[src/rtl/serial_add_seq.sv]
// serial_add_seq
// Operand sequencer and result collector for the 4-bit bit-serial adder.
// It accepts an operand pair, holds it on the adder inputs, and pulses the
// adder clear. It then waits ADD_CYCLES edges, captures the adder sum and
// offers that sum downstream.
//
// Handshakes (both ports): a transfer happens on a rising clk edge where
// valid && ready are both high. The producer keeps its data stable while
// valid is high and ready is low. in_ready and out_valid are decodes of
// registered state only, so neither depends combinationally on in_valid or
// out_ready.
//
// Ports:
//   clk, reset            clock, asynchronous active-high reset
//   in_valid/in_a/in_b    operand pair input; in_ready accepts it (IDLE only)
//   adder_a/adder_b       registered operands driven to the adder
//   adder_clr             registered adder clear (high in IDLE and CLR)
//   adder_sum             sum returned by the adder
//   out_valid/out_sum     result output; out_ready accepts it
//   busy                  high whenever work is in flight
//   op_count              results handed downstream, wraps at 256
//   dbg_state             current FSM state, for observation
//
// Build option: define SERIAL_ADD_SEQ_QUEUE_EN to replace the single result
// register with a 2-entry result FIFO. The FSM then skips HOLD while the
// FIFO has room.
module serial_add_seq #(
    parameter int ADD_CYCLES = 6
) (
    input  logic       clk,
    input  logic       reset,
    input  logic       in_valid,
    input  logic [3:0] in_a,
    input  logic [3:0] in_b,
    output logic       in_ready,
    output logic [3:0] adder_a,
    output logic [3:0] adder_b,
    output logic       adder_clr,
    input  logic [3:0] adder_sum,
    output logic       out_valid,
    output logic [3:0] out_sum,
    input  logic       out_ready,
    output logic       busy,
    output logic [7:0] op_count,
    output logic [1:0] dbg_state
);

    typedef enum logic [1:0] {
        S_IDLE = 2'd0,
        S_CLR  = 2'd1,
        S_RUN  = 2'd2,
        S_HOLD = 2'd3
    } state_t;

    localparam logic [3:0] LAST_CNT = 4'(ADD_CYCLES - 1);

    state_t     state_q, state_d;
    logic [3:0] cnt_q, cnt_d;
    logic [3:0] a_q, a_d;
    logic [3:0] b_q, b_d;
    logic       clr_q, clr_d;
    logic [7:0] op_cnt_q, op_cnt_d;

    logic capture;    // sum sampled on this edge
    logic pop;        // result handed downstream on this edge
    logic to_hold;    // captured result cannot be stored yet
    logic hold_done;  // HOLD may be left on this edge

    assign capture = (state_q == S_RUN) && (cnt_q == LAST_CNT);
    assign pop     = out_valid && out_ready;

`ifdef SERIAL_ADD_SEQ_QUEUE_EN
    logic [3:0] fifo_q [2];
    logic [3:0] fifo_d [2];
    logic       wr_ptr_q, wr_ptr_d;
    logic       rd_ptr_q, rd_ptr_d;
    logic [1:0] count_q, count_d;
    logic [3:0] pend_q, pend_d;   // result parked while the FIFO is full
    logic       full;
    logic       push;
    logic [3:0] push_data;

    assign full      = (count_q == 2'd2);
    // HOLD is only entered with a full FIFO, so any pop frees the slot we need.
    assign to_hold   = full;
    assign hold_done = pop;
    assign push      = (capture && !full) || ((state_q == S_HOLD) && pop);
    assign push_data = capture ? adder_sum : pend_q;

    assign out_valid = (count_q != 2'd0);
    assign out_sum   = fifo_q[rd_ptr_q];
    assign busy      = (state_q != S_IDLE) || (count_q != 2'd0);

    always_comb begin
        fifo_d   = fifo_q;
        wr_ptr_d = wr_ptr_q;
        rd_ptr_d = rd_ptr_q;
        pend_d   = capture ? adder_sum : pend_q;
        if (push) begin
            fifo_d[wr_ptr_q] = push_data;
            wr_ptr_d         = ~wr_ptr_q;
        end
        if (pop) begin
            rd_ptr_d = ~rd_ptr_q;
        end
        count_d = count_q + 2'(push) - 2'(pop);
    end
`else
    logic [3:0] res_q, res_d;
    logic       valid_q, valid_d;

    assign to_hold   = 1'b1;
    assign hold_done = pop;

    assign out_valid = valid_q;
    assign out_sum   = res_q;
    assign busy      = (state_q != S_IDLE);

    always_comb begin
        res_d   = res_q;
        valid_d = valid_q;
        if (capture) begin
            res_d   = adder_sum;
            valid_d = 1'b1;
        end
        if (pop) begin
            valid_d = 1'b0;
        end
    end
`endif

    always_comb begin
        state_d  = state_q;
        cnt_d    = cnt_q;
        a_d      = a_q;
        b_d      = b_q;
        clr_d    = clr_q;
        op_cnt_d = op_cnt_q;
        if (pop) begin
            op_cnt_d = op_cnt_q + 8'd1;
        end
        case (state_q)
            S_IDLE: begin
                if (in_valid) begin
                    a_d     = in_a;
                    b_d     = in_b;
                    clr_d   = 1'b1;
                    state_d = S_CLR;
                end
            end
            S_CLR: begin
                clr_d   = 1'b0;
                cnt_d   = 4'd0;
                state_d = S_RUN;
            end
            S_RUN: begin
                cnt_d = cnt_q + 4'd1;
                if (capture) begin
                    if (to_hold) begin
                        state_d = S_HOLD;
                    end else begin
                        clr_d   = 1'b1;   // adder is held cleared while idle
                        state_d = S_IDLE;
                    end
                end
            end
            S_HOLD: begin
                if (hold_done) begin
                    clr_d   = 1'b1;
                    state_d = S_IDLE;
                end
            end
            default: state_d = S_IDLE;
        endcase
    end

    always_ff @(posedge clk or posedge reset) begin
        if (reset) begin
            state_q  <= S_IDLE;
            cnt_q    <= 4'd0;
            a_q      <= 4'd0;
            b_q      <= 4'd0;
            clr_q    <= 1'b1;
            op_cnt_q <= 8'd0;
`ifdef SERIAL_ADD_SEQ_QUEUE_EN
            fifo_q[0] <= 4'd0;
            fifo_q[1] <= 4'd0;
            wr_ptr_q  <= 1'b0;
            rd_ptr_q  <= 1'b0;
            count_q   <= 2'd0;
            pend_q    <= 4'd0;
`else
            res_q    <= 4'd0;
            valid_q  <= 1'b0;
`endif
        end else begin
            state_q  <= state_d;
            cnt_q    <= cnt_d;
            a_q      <= a_d;
            b_q      <= b_d;
            clr_q    <= clr_d;
            op_cnt_q <= op_cnt_d;
`ifdef SERIAL_ADD_SEQ_QUEUE_EN
            fifo_q   <= fifo_d;
            wr_ptr_q <= wr_ptr_d;
            rd_ptr_q <= rd_ptr_d;
            count_q  <= count_d;
            pend_q   <= pend_d;
`else
            res_q    <= res_d;
            valid_q  <= valid_d;
`endif
        end
    end

    // The in_ready decode is forced low while reset is held.
    assign in_ready  = (state_q == S_IDLE) && !reset;
    assign adder_a   = a_q;
    assign adder_b   = b_q;
    assign adder_clr = clr_q;
    assign op_count  = op_cnt_q;
    assign dbg_state = state_q;

endmodule

[config.mk]
export PLATFORM = sky130hd
export DESIGN_NAME = serial_add_seq
export DESIGN_NICKNAME = d
export VERILOG_FILES = /design/src/rtl/serial_add_seq.sv
export SDC_FILE = /design/constraint.sdc
export NUM_CORES = 1
export LEC_CHECK = 0
export BUFFER_PORTS_ARGS = -buffer_cell sky130_fd_sc_hd__buf_2
export CORE_ASPECT_RATIO = 2
export CORE_MARGIN = 10
export CORE_UTILIZATION = 42
export CTS_CLUSTER_SIZE = 24
export DETAILED_ROUTE_END_ITERATION = 10
export GPL_TIMING_DRIVEN = 1
export HOLD_SLACK_MARGIN = 0.03
export PLACE_DENSITY = 0.68
export RECOVER_POWER = 50
export SLEW_MARGIN = 20
export SYNTH_ARGS = -nofsm -noshare
export SYNTH_HDL_FRONTEND = slang
export SYNTH_SLANG_ARGS = --single-unit
[constraint.sdc]
create_clock -name clk -period 4.4 [get_ports clk]
set_input_delay 1.1 -clock clk [delete_from_list [all_inputs] [get_ports clk]]
set_output_delay 1.1 -clock clk [all_outputs]
set_load 0.02 [all_outputs]
==> impl_metrics.env, run 1 <==
export IMPL_status="finished clean"
export IMPL_clk_latency_ns=0.27
export IMPL_min_to="op_count[7]"
export IMPL_r2r_start="dbg_state[0]"
export IMPL_root_buffer="clkbuf_8"
export IMPL_die_width_um=59.1
export IMPL_worstSetupPathType="primary input to primary output"
export IMPL_grt_pass1_wl_mm=4.53
export IMPL_hold_path_depth=1
export IMPL_place_congestion=0.710
export IMPL_cts_setup_buffers=0
export IMPL_overflow=0
export IMPL_critPathMostFrequentCell="buf_2"
export IMPL_synth_seq_area_share_pct=54.7
export IMPL_nNetsFinal=166
export IMPL_crit_start="reset"
export IMPL_antennaDiodeCount=0
export IMPL_start_util_pct=43.6
export IMPL_clock_path_buffers=2
export IMPL_via_count=879
export IMPL_grtUsageTotal_pct=9.79
export IMPL_power_leakage_uw=0.000830
export IMPL_slew_violations=0
export IMPL_r2r_slack_ns=2.66
export IMPL_die_h_um=98.1
export IMPL_synth_nets=121
export IMPL_skew_ns=0.00217
export IMPL_cp_end_kind="primary output"
export IMPL_max_slew_margin_pct=29.3
export IMPL_synth_xor_area_share_pct=4.78
export IMPL_finalSetupTns_ns=0
export IMPL_cp_buffers_inverters=2
export IMPL_dpl_hpwl_mm=2.22
export IMPL_finalPower_uw=955
export IMPL_setup_viol=0
export IMPL_seq_area_um2=702
export IMPL_ys_async_sr_fraction_pct=100
export IMPL_rsz0062_at_grt="false"
export IMPL_n_fill_cell=288
export IMPL_maxCapViolCount=0
export IMPL_ir_worst_vdd_mv=0.438
export IMPL_cts_tree="built"
export IMPL_syn_cell_area_mm2=0.00128
export IMPL_crit_chain="buf_2 > nor2_1 > buf_2"
export IMPL_synthAdderAreaFrac_pct=7.80
export IMPL_worstSetupStartpointType="primary input"
export IMPL_antenna_found_initial=0
export IMPL_port_buffers=41
export IMPL_synth_compound_area_share_pct=4.39
export IMPL_synthCells=97
export IMPL_syn2layout_area_growth_pct=23.5
export IMPL_slowest_stage="buf_2"
export IMPL_wl_per_cell_um=15.8
export IMPL_core_mm2=0.00294
export IMPL_wirelength_mm=2.71
export IMPL_cts_clk_slew_worst_paths_ns=0.09
export IMPL_dieArea_mm2=0.00580
export IMPL_fin_crit_sh_pct=57.7
export IMPL_io_pins=42
export IMPL_synth_ff_type="dfrtp_1"
export IMPL_cts_resized=0
export IMPL_max_stage_delay_ns=0.16
export IMPL_h_tree_depth=1
export IMPL_multi_input_area_um2=532
export IMPL_numClockSinks=28
export IMPL_max_freq_mhz=394
export IMPL_required_ns=3.30
export IMPL_drc_errors=0
export IMPL_viasPerCell=5.14
export IMPL_cts_buffers=3
export IMPL_syn_area_per_cell_um2=13.2
export IMPL_yosysUniqueCellTypes=25
export IMPL_cellPowerDensity_mw_per_mm2=603
export IMPL_hp_start="op_count[7]"
export IMPL_hold_violations=0
export IMPL_layout_drive_gt1_share_pct=41.8
export IMPL_grt_max_degree=29
export IMPL_tightest_slew_ns=1.06
export IMPL_synth_top_family_by_area="multiplexers"
export IMPL_min_period_ns=2.54
export IMPL_synth_edf_count=0
export IMPL_drtIter0Drc=5
export IMPL_rows=28
export IMPL_hold_buffers=0
export IMPL_synth_seq_cells=28
export IMPL_firstDrtPassIters=4
export IMPL_drtAntennaViolNets=0
export IMPL_ys_warn_count=0
export IMPL_arrival_ns=1.44
export IMPL_grt_pass1_vias=963
export IMPL_critPathTopFamily="buffers and inverters"
export IMPL_hold_worst_slack_ns=0.473
export IMPL_cp_max_fo=2
export IMPL_r2r_cells=5
export IMPL_synthSimpleGateAreaFrac_pct=8.00
export IMPL_r2r_end="out_sum[3]"
export IMPL_hold_path_class="flop to flop"
export IMPL_muxShareOfSynthArea_pct=16.5
[stage by stage]
stage,setup WS [ns],area [µm²],util (%),instances
6_report,1.86,1580,53.8,171
3_5_place_dp,1.86,1510,51.4,167
3_3_place_gp,1.86,1510,51.4,167
2_1_floorplan,1.92,1280,-,97
4_1_cts,1.86,1590,53.9,171
5_1_grt,1.76,1580,53.8,171
[layout by cell type, fill, tap and decap left out]
cell type / count
nand3b_1: 1
a2bb2oi_1: 1
xnor2_1: 7
a221oi_1: 1
o22ai_1: 1
nor2_1: 1
o21ai_0: 1
mux2_2: 9
inv_1: 10
clkbuf_8: 3
dfrtp_1: 27
clkbuf_1: 1
mux2_4: 4
and4_1: 1
and2b_2: 1
nand2_1: 4
a222oi_1: 1
ha_1: 8
mux2i_1: 5
dfstp_2: 1
nand3_1: 3
nand4_1: 3
o2bb2ai_1: 2
and3_1: 2
buf_2: 40
nand2b_1: 1
or2_0: 1
bufinv_16: 1
[kinds of logic (layout without fill, tap and decap cells)]
family,after synthesis,in the layout
XOR/XNOR,7,7
adder cells (fa/ha/maj),8,8
buffers and inverters,11,55
AND/OR/NAND/NOR,18,18
AO/OA/AOI/OAI,7,7
flip-flops,28,28
multiplexers,18,18
[registers in the layout, summed over array words and instances, names as in the netlist]
name       count
adder_clr      1
op_count       8
dbg_state      2
adder_a        4
adder_b        4
out_sum        4
out_valid      1
cnt_q          4
[layer usage]
layer	GRT usage (%)	wire length, µm
met1	9.13	957
met2	17.5	1520
met3	3.63	186
met4	4.80	46
met5	0	0
[area by class of cell]
class / count / share of cell area (%)
repair buffers: 41 / 12.9
multi-input cells: 58 / 33.6
inverters: 10 / 2.37
clock inverters: 1 / 1.90
well taps: 30 / 2.37
clock buffers: 3 / 2.61
flip-flops and latches: 28 / 44.3
[where the power goes]
| group | switching (µW) | leakage [µW] | internal (µW) | total (µW) |
|---|---|---|---|---|
| Sequential | 44.4 | 0.000352 | 325 | 369 |
| Clock | 76.3 | 0.0000357 | 122 | 198 |
| Combinational | 225 | 0.000442 | 162 | 387 |
| Total | 346 | 0.000830 | 609 | 955 |
[synth_stat cells (2+ instances only)]
cell | number | share of area, %
nand3_1 | 3 | 1.2
xnor2_1 | 7 | 4.8
dfrtp_1 | 27 | 53
mux2_2 | 9 | 7.9
nand2_1 | 4 | 1.2
o2bb2ai_1 | 2 | 1.4
mux2_4 | 4 | 4.7
and3_1 | 2 | 0.98
inv_1 | 10 | 2.9
nand4_1 | 3 | 1.5
ha_1 | 8 | 7.8
mux2i_1 | 5 | 3.9
[worst max-delay path by stage]
stage | endpoint | slack [ns] | cells after the start
after floorplan | in_ready | 1.92 | 1
after global placement | in_ready | 1.86 | 3
after detailed placement | in_ready | 1.86 | 3
after CTS | in_ready | 1.86 | 3
after global routing | in_ready | 1.76 | 5
final | in_ready | 1.86 | 3
Power figures use the tool's default switching activity.
==> inputs of run 2 (changes only) <==
- PLACE_DENSITY: 0.68 -> 0.71
- clock period: 4.4 -> 2.1 ns (I/O delays scaled with it)
==> impl_metrics.env, run 2 (synthesized netlist as in run 1, its figures left out) <==
export IMPL_status="finished clean"
export IMPL_power_leakage_uw=0.000807
export IMPL_firstDrtPassIters=4
export IMPL_drtIter0Drc=14
export IMPL_drtAntennaViolNets=0
export IMPL_wl_per_cell_um=16.2
export IMPL_dpl_cell_area_mm2=0.00153
export IMPL_fin_crit_sh_pct=91.1
export IMPL_cp_max_fo=5
export IMPL_max_slew_margin_pct=44.3
export IMPL_viasPerCell=5.17
export IMPL_finalSetupTns_ns=0
export IMPL_layout_drive_gt1_share_pct=38.0
export IMPL_io_pins=42
export IMPL_largest_reg_flops=8
export IMPL_slowest_stage="dfrtp_1"
export IMPL_ir_worst_vdd_mv=0.817
export IMPL_antenna_found_initial=0
export IMPL_skew_ns=0.000904
export IMPL_rows=28
export IMPL_cts_setup_buffers=0
export IMPL_nNetsFinal=167
export IMPL_numClockSinks=28
export IMPL_start_util_pct=43.6
export IMPL_worstSetupStartpointType="flop"
export IMPL_die_h_um=98.1
export IMPL_worstSetupPathType="flop to primary output"
export IMPL_drc_errors=0
export IMPL_cts_clk_slew_worst_paths_ns=0.09
export IMPL_h_tree_depth=1
export IMPL_clk_latency_ns=0.27
export IMPL_setup_viol=0
export IMPL_max_freq_mhz=523
export IMPL_die_width_um=59.1
export IMPL_dieArea_mm2=0.00580
export IMPL_layout_commonest_cell="buf_2"
export IMPL_place_congestion=0.697
export IMPL_wirelength_mm=2.78
export IMPL_n_fill_cell=290
export IMPL_seq_area_um2=702
export IMPL_clock_path_buffers=2
export IMPL_cellPowerDensity_mw_per_mm2=1210
export IMPL_cp_buffers_inverters=3
export IMPL_required_ns=1.57
export IMPL_root_buffer="clkbuf_8"
export IMPL_cts_resized=0
export IMPL_min_period_ns=1.91
export IMPL_grt_pass1_vias=1013
export IMPL_critPathMostFrequentCell="inv_1"
export IMPL_final_cell_mix="buf_2, dfrtp_1, inv_1, mux2_2, ha_1"
export IMPL_core_mm2=0.00294
export IMPL_dpl_hpwl_mm=2.32
export IMPL_syn2layout_area_growth_pct=21.4
export IMPL_max_stage_delay_ns=0.44
export IMPL_hold_buffers=0
export IMPL_cts_tree="built"
export IMPL_overflow=0
export IMPL_grtUsageTotal_pct=9.90
export IMPL_grt_max_degree=17
export IMPL_cp_end_kind="primary output"
export IMPL_port_buffers=41
export IMPL_rsz0062_at_grt="false"
export IMPL_hold_violations=0
export IMPL_tightest_slew_ns=0.835
export IMPL_via_count=889
export IMPL_antennaDiodeCount=0
export IMPL_arrival_ns=1.39
export IMPL_crit_chain="inv_1 > ha_1 > inv_1 > nor2_1 > buf_2"
export IMPL_hold_worst_slack_ns=0.243
export IMPL_maxCapViolCount=0
export IMPL_grt_pass1_wl_mm=4.67
export IMPL_fin_area_mm2=0.00156
export IMPL_multi_input_area_um2=532
export IMPL_slew_violations=0
export IMPL_hold_path_class="primary input to async pin"
export IMPL_cts_buffers=3
export IMPL_critPathTopFamily="flip-flops"
-- run 2: changes by cell type in the layout (fill, tap and decap cells not counted) --
cell	change
clkbuf_1	+6
buf_2	-4
bufinv_16	-1
or2_0	-1
or2_1	+1
-- run 2: routing by layer --
metal / track usage [%] / vias up / wire length (µm)
li1: - / 425 / -
met5: 0 / - / 0
met4: 3.73 / 0 / 23
met1: 9.15 / 438 / 953
met2: 18.4 / 24 / 1610
met3: 3.50 / 2 / 199
-- run 2: final timing paths --
| check | end | depth (start not counted) | start | slack (ns) |
|---|---|---|---|---|
| max in group asynchronous | adder_a[0] | 3 | reset | 0.75 |
| hold reg to reg | adder_clr | 2 | adder_clr | 0.47 |
| min in group clk | adder_clr | 2 | adder_clr | 0.47 |
| hold / removal | dbg_state[0] | 2 | reset | 0.24 |
| setup / recovery | in_ready | 5 | dbg_state[0] | 0.19 |
| setup reg to reg | out_sum[1] | 5 | dbg_state[0] | 0.46 |
-- run 2: report_power, final --
part | switching [µW] | internal (µW) | total [µW]
registers | 97.0 | 681 | 778
logic | 480 | 330 | 809
clock network | 157 | 136 | 293
total | 734 | 1150 | 1880
-- run 2: layout make-up --
class | instances | share of cell area, %
flip-flops and latches | 28 | 45.1
multi-input cells | 58 | 34.2
repair buffers | 42 | 13.0
clock buffers | 4 | 2.89
inverters | 10 | 2.41
well taps | 30 | 2.41
-- run 2: stage by stage --
step           util (%)  worst slack [ns]  total power [µW]  cells
2_1_floorplan         -             0.332              1350     97
3_3_place_gp       52.1             0.530              1600    168
3_5_place_dp       52.1             0.463              1640    168
4_1_cts            53.7             0.165              1930    172
5_1_grt            52.9            0.0656              2020    172
6_report           52.9             0.187              1880    172
